### src/rtl/rs255_247_enc.sv
// Systematic RS(255,247) encoder over GF(2^8) (poly 0x11D, generator roots alpha^0..alpha^7).
// Define RS_ENC_MARKERS_EN to add the m_sop/m_eop framing outputs.
module rs255_247_enc #(
   parameter int unsigned K = 247
) (
   input  logic       clk,
   input  logic       rst,
   input  logic       s_valid,
   output logic       s_ready,
   input  logic [7:0] s_data,
   output logic       m_valid,
   input  logic       m_ready,
   output logic [7:0] m_data,
`ifdef RS_ENC_MARKERS_EN
   output logic       m_sop,
   output logic       m_eop,
`endif
   output logic       busy
);

   localparam int unsigned NPAR = 8;
   // Wide enough for both the message index and the 0..7 parity index.
   localparam int unsigned CntW = ($clog2(K) > 3) ? $clog2(K) : 3;
   localparam logic [0:0] StMsg = 1'b0;
   localparam logic [0:0] StPar = 1'b1;

   function automatic logic [7:0] gf256mul(input logic [7:0] a, input logic [7:0] b);
      logic [7:0] p;
      logic [7:0] x;
      p = 8'h00;
      x = a;
      for (int i = 0; i < 8; i++) begin
         if (b[i]) p = p ^ x;
         x = {x[6:0], 1'b0} ^ (x[7] ? 8'h1D : 8'h00);
      end
      return p;
   endfunction

   // Expands prod (x + alpha^i); returns g0..g7 packed low to high (monic x^8 term dropped).
   function automatic logic [8*NPAR-1:0] gen_coef();
      logic [NPAR:0][7:0] g;
      logic [7:0]         root;
      g    = '0;
      g[0] = 8'h01;
      root = 8'h01;
      for (int i = 0; i < NPAR; i++) begin
         for (int d = NPAR; d > 0; d--) g[d] = g[d-1] ^ gf256mul(g[d], root);
         g[0] = gf256mul(g[0], root);
         root = gf256mul(root, 8'h02);
      end
      return g[NPAR-1:0];
   endfunction

   localparam logic [8*NPAR-1:0] GEN = gen_coef();

   logic [0:0]            state_q;
   logic [CntW-1:0]       cnt_q;
   logic [NPAR-1:0][7:0]  par_q;
   logic [NPAR-1:0][7:0]  lfsr_par;
   logic                  eop_q;
   logic                  busy_q;
   logic                  out_free;
   logic                  msg_acc;
   logic                  par_load;
   logic [7:0]            fb;

   assign out_free = !m_valid || m_ready;
   assign s_ready  = (state_q == StMsg) && out_free;
   assign msg_acc  = s_valid && s_ready;
   assign par_load = (state_q == StPar) && out_free;
   assign fb       = s_data ^ par_q[NPAR-1];
   assign busy     = busy_q;

   always_comb begin
      lfsr_par    = '0;
      lfsr_par[0] = gf256mul(fb, GEN[7:0]);
      for (int i = 1; i < NPAR; i++) begin
         lfsr_par[i] = par_q[i-1] ^ gf256mul(fb, GEN[8*i +: 8]);
      end
   end

   always_ff @(posedge clk or posedge rst) begin
      if (rst) begin
         state_q <= StMsg;
         cnt_q   <= '0;
         par_q   <= '0;
         m_valid <= 1'b0;
         m_data  <= 8'h00;
         eop_q   <= 1'b0;
         busy_q  <= 1'b0;
      end else begin
         if (msg_acc) begin
            m_data  <= s_data;
            m_valid <= 1'b1;
            eop_q   <= 1'b0;
            par_q   <= lfsr_par;
            if (cnt_q == CntW'(K - 1)) begin
               cnt_q   <= '0;
               state_q <= StPar;
            end else begin
               cnt_q <= cnt_q + 1'b1;
            end
         end else if (par_load) begin
            m_data  <= par_q[NPAR-1];
            m_valid <= 1'b1;
            eop_q   <= (cnt_q == CntW'(NPAR - 1));
            par_q   <= {par_q[NPAR-2:0], 8'h00};
            if (cnt_q == CntW'(NPAR - 1)) begin
               cnt_q   <= '0;
               state_q <= StMsg;
            end else begin
               cnt_q <= cnt_q + 1'b1;
            end
         end else if (m_ready) begin
            m_valid <= 1'b0;
         end

         // A new codeword starting wins over the previous one finishing in the same cycle.
         if (msg_acc) begin
            busy_q <= 1'b1;
         end else if (m_valid && m_ready && eop_q) begin
            busy_q <= 1'b0;
         end
      end
   end

`ifdef RS_ENC_MARKERS_EN
   logic sop_q;

   always_ff @(posedge clk or posedge rst) begin
      if (rst) begin
         sop_q <= 1'b0;
      end else if (msg_acc) begin
         sop_q <= (cnt_q == '0);
      end else if (par_load) begin
         sop_q <= 1'b0;
      end
   end

   assign m_sop = sop_q;
   assign m_eop = eop_q;
`endif

endmodule

### config.mk
export PLATFORM = sky130hd
export DESIGN_NAME = rs255_247_enc
export DESIGN_NICKNAME = d
export VERILOG_FILES = /design/src/rtl/rs255_247_enc.sv
export SDC_FILE = /design/constraint.sdc
export NUM_CORES = 1
export LEC_CHECK = 0
export BUFFER_PORTS_ARGS = -buffer_cell sky130_fd_sc_hd__clkbuf_2
export CORE_UTILIZATION = 50
export DETAILED_ROUTE_END_ITERATION = 16
export PLACE_DENSITY = 0.68
export SYNTH_ARGS = -nofsm -noshare
export SYNTH_HDL_FRONTEND = slang
export SYNTH_SLANG_ARGS = --single-unit
### constraint.sdc
create_clock -name clk -period 7.8 [get_ports clk]
set_clock_uncertainty 0.15 [all_clocks]
set_input_delay 0.78 -clock clk [delete_from_list [all_inputs] [get_ports clk]]
set_output_delay 0.78 -clock clk [all_outputs]
set_load 0.05 [all_outputs]
=== Yosys cells after proc, flatten, opt, wreduce, memory -nomap -nowiden ===
Index checks and enable logic that the tools add are counted.

* Output and inout port bits: 11
* Input port bits: 12
* Register bits: 84
* Logic and storage cells: 95

* Muxes and demuxes: 26
* Eq/ne operators: 3
* Add/subtract/negate cells: 1
* Reduce and logical (&&, ||, !) cells: 12
* Bitwise gates (word level): 39

{| class="wikitable"
|+ Operator list
! kind !! number
|-
| $xor A8 B8 Y8 || 32
|-
| $mux W64 || 2
|-
| $mux W8 || 6
|-
| $xor A8 B5 Y8 || 6
|-
| $mux W5 || 7
|-
| $mux W1 || 11
|-
| $add A8 B1 Y8 const B || 1
|-
| $eq A8 B3 Y1 const B || 1
|-
| $eq A8 B8 Y1 const B || 1
|-
| $reduce_bool A2 Y1 || 3
|-
| $logic_and A1 B1 Y1 || 5
|-
| $reduce_and A3 Y1 || 1
|-
| $reduce_bool A3 Y1 || 1
|-
| $ne A2 B1 Y1 const B || 1
|-
| $logic_not A1 Y1 || 1
|-
| $logic_or A1 B1 Y1 || 1
|-
| $not A1 Y1 || 1
|}

=== Longest topological paths before layout ===
* Depth in word-level cells: 18
* Mapped depth: 7
* Depth with buffers taken out: 7

=== Worst setup path after synthesis ===
No wires, ideal clock.

* Path kind: in2reg
* From: input port s_data[1]
* To: register par_q[31] in the netlist's numbering
* Stages on the path: 6
* Data arrival time: 2.457 ns
* Setup slack: 5.111 ns
* Cell sequence: xnor2_1 > buf_2 > xnor3_4 > xnor2_1 > or3_1 > a31oi_1

* Longest elaborated chain between the ends: 11

{| class="wikitable"
|+ Ends and longest elaborated chain
! what !! RTL line !! RTL
|-
| start, declared || 10 || <nowiki>input logic [7:0] s_data,</nowiki>
|-
| $xor A8 B8 Y8 || 71 || <nowiki>assign fb = s_data ^ par_q[NPAR-1];</nowiki>
|-
| $xor A8 B5 Y8 (3 in series) || 34 || <nowiki>x = {x[6:0], 1'b0} ^ (x[7] ? 8'h1D : 8'h00);</nowiki>
|-
| $xor A8 B5 Y8 || - ||
|-
| $xor A8 B8 Y8 || 34 ||
|-
| $xor A8 B5 Y8 || 34 ||
|-
| $xor A8 B8 Y8 (2 in series) || 33 || <nowiki>if (b[i]) p = p ^ x;</nowiki>
|-
| $xor A8 B8 Y8 || 78 || <nowiki>lfsr_par[i] = par_q[i-1] ^ gf256mul(fb, GEN[8*i +: 8]);</nowiki>
|-
| $mux W64 || 92 || <nowiki>if (msg_acc) begin</nowiki>
|-
| end signal, assigned || 96 || <nowiki>par_q <= lfsr_par;</nowiki>
|-
| end signal, assigned || 107 || <nowiki>par_q <= {par_q[NPAR-2:0], 8'h00};</nowiki>
|-
| end, declared || 58 || <nowiki>logic [NPAR-1:0][7:0] par_q;</nowiki>
|}

No other way between the ends.
A chain may end at the register's enable or synchronous reset.

=== Worst setup path after layout ===
* From: input port s_data[1]
* To: register par_q[34] in the netlist's numbering

* Longest elaborated chain between the ends: 7

{| class="wikitable"
|+ Ends and longest elaborated chain
! what !! RTL line
|-
| $xor A8 B8 Y8 || 71
|-
| $xor A8 B5 Y8 || 34
|-
| $xor A8 B8 Y8 (3 in series) || 33
|-
| $xor A8 B8 Y8 || 78
|-
| $mux W64 || 92
|}

No other way between the ends.

==> impl_metrics.toml <==
[clock_network]
cts_setup_buffers = 0
cts_resized = 0
clkTransAtPathRegs_ns = 0.09
cts.hold.buffers_added = 0
cts_buffers = 9
h-tree-depth = 3
clock-sinks = 84
cts_tree = "built"
clk_latency_ns = 0.36
root_buffer = "clkbuf_8"
cts_max_path_buffers = 2

[routing]
dr_wl_met2_um = 5300
drt-initial-drc-count = 164
top_layer = "met4"
postRouteWirelength_um = 10900
wl_met1_um = 5280
met3_wirelength_um = 234
drc_errors = 0
first_pass_iters = 4
post_drt_wl_per_cell_um = 16.4
drtAntennaViolNets = 0
via_per_inst = 5.42
vias = 3602

[critical_path]
timing.rr.start = "par_q[57]"
worstSetupStartpointType = "primary input"
critPathRequiredTime_ns = 7.93
cp_max_fo = 12
path_class = "primary input to flop"
cp-end-kind = "flop"
worstPathArrival_ns = 2.87
timing.rr.end = "par_q[34]"
r2r_cells = 5
rrSetupSlack_ns = 5.15

[placed_design]
dp_hpwl_um = 7010
gp_congestion = 0.793
pre_cts_ws_ns = 4.68
port_buffers = 22

[timing]
hold_ws_ns = 0.345
rsz0062_at_grt = "false"
min_period_over_period_pct = 35.2
layout_setup_ws_ns = 5.05
min_period_ns = 2.75
tightest_slew_ns = 1.08
clock.fmax_ghz = 0.364
slew_viol_final = 0
fin_tns_setup_ns = 0
relSlewSlack_pct = 28.0
finalHoldViolCount = 0
setup_viol = 0

[worst_hold_path]
min_path_cells = 2
worstHoldStart = "busy"
hp-class = "flop to flop"
hold-path-endpoint = "busy"

[pwr]
static-leakage-power_nw = 2.43
power_mw = 3.08
power_density_nw_per_um2 = 552
vdd_drop_max_uv = 207

[final_layout]
nFillCells = 895
final_nets = 541
layout_common_cells = "84 x dfrtp_1, 67 x nand2_1, 64 x nor2_1"
mostFrequentLayoutCell = "dfrtp_1"
area_growth_syn_to_layout_pct = 7.13
antenna_cells = 0
drive_above_1_share_pct = 12.6

[outcome]
outcome = "finished clean"

[die]
rows = 36
core_area_um2 = 9950
die_h_um = 104
fp.dieArea_um2 = 10800
start_util_pct = 52.3
die-width_um = 104
num_io_pins = 23

[logic_synthesis]
ys_types = 38
yosysTopAreaCellShare_pct = 40.3
syn_avg_cell_area_um2 = 10.1
synth_seq_area_share_pct = 40.3
syn_inst = 518
ys_ff_latch = 84
netlist_area_um2 = 5210
synth.area.top_cells = "dfrtp_1 40%, xnor2_1 8.9%, xnor3_1 7.8%"
yosys.area.top_type = "dfrtp_1"
synth_fp_nets = 532
ys_warn_count = 0

[global_routing]
grt_pass1_vias = 3575
grt_antenna_before_repair = 0
grt_max_degree = 96
track_usage_pct = 22.0
gr-total-overflow = 0
grt_pass1_wl_um = 18600

[run]
drv_cap = 0
worst max path at each step:
stage,from,end,slack [ns],cells past startpoint
after global routing,s_data[1],par_q[24],4.92,6
after detailed placement,s_data[1],par_q[34],4.68,6
final,s_data[1],par_q[34],5.05,6
after CTS,s_data[1],par_q[34],5.03,6
after global placement,s_data[1],par_q[31],4.68,6
after floorplan,rst,busy,4.70,1
worst max-delay path, cell delays in order:
cell      delay, ns
clkbuf_2       0.11
xnor2_2        0.77
xnor3_1        0.50
xor2_1         0.20
or3_1          0.34
a31oi_1        0.17
final cells by class:
type / count / area, µm² / share of cell area (%)
Multi-Input combinational cell: 399 / 2970 / 53.1
Sequential cell: 84 / 2100 / 37.7
Tap cell: 133 / 166 / 2.98
Timing Repair Buffer: 29 / 163 / 2.91
Clock buffer: 11 / 141 / 2.53
Clock inverter: 5 / 27.5 / 0.493
Inverter: 4 / 16.3 / 0.291
cells in the mapped netlist (all sizes together):
master	instances
and3	1
nand3	5
nand2	67
dfrtp	84
a22o	1
nor2b	1
nor3	2
a211oi	1
xor2	16
xnor3	22
nand2b	1
inv	4
clkbuf	23
nand3b	1
xor3	6
a21oi	3
nor4	1
nor4b	2
o21ai	64
dlygate4sd1	3
buf	5
nor2	65
xnor2	65
or4b	1
a31oi	37
and4	1
or3	30
a21o	1
o211ai	1
nand4	2
ha	2
cells by family (layout without fill, tap and decap cells):
logic type,count (synthesis),after routing,synth area share [%]
flip-flops,84,84,40.3
buffers and inverters,35,49,3.34
AO/OA/AOI/OAI,108,108,11.5
adder cells (fa/ha/maj),2,2,0.480
XOR/XNOR,109,109,29.0
AND/OR/NAND/NOR,180,180,15.3
layer usage:
metal  GRT usage [%]  up-vias
met5               0        -
met4            5.82        0
met3            3.63        7
met2            35.2       45
met1            31.0     1767
li1                -     1783
flip-flops by register name (all words and copies together), names as in the netlist:
signal	count
par_q	64
cnt_q	8
m_data	8
busy	1
eop_q	1
m_valid	1
state_q	1
through the flow:
step                instances  cell area, µm²  utilization [%]
floorplan                 518            5210                -
global placement          649            5410             54.4
detailed placement        649            5410             54.4
CTS                       665            5580             56.1
global route              665            5580             56.1
finish                    665            5580             56.1
where the power goes:
group          internal, mW  total, mW  switching, mW
logic                  1.06       2.00          0.947
clock network         0.122      0.280          0.158
registers             0.628      0.796          0.168
total                  1.81       3.08           1.27
(Power assumes the default switching activity.)
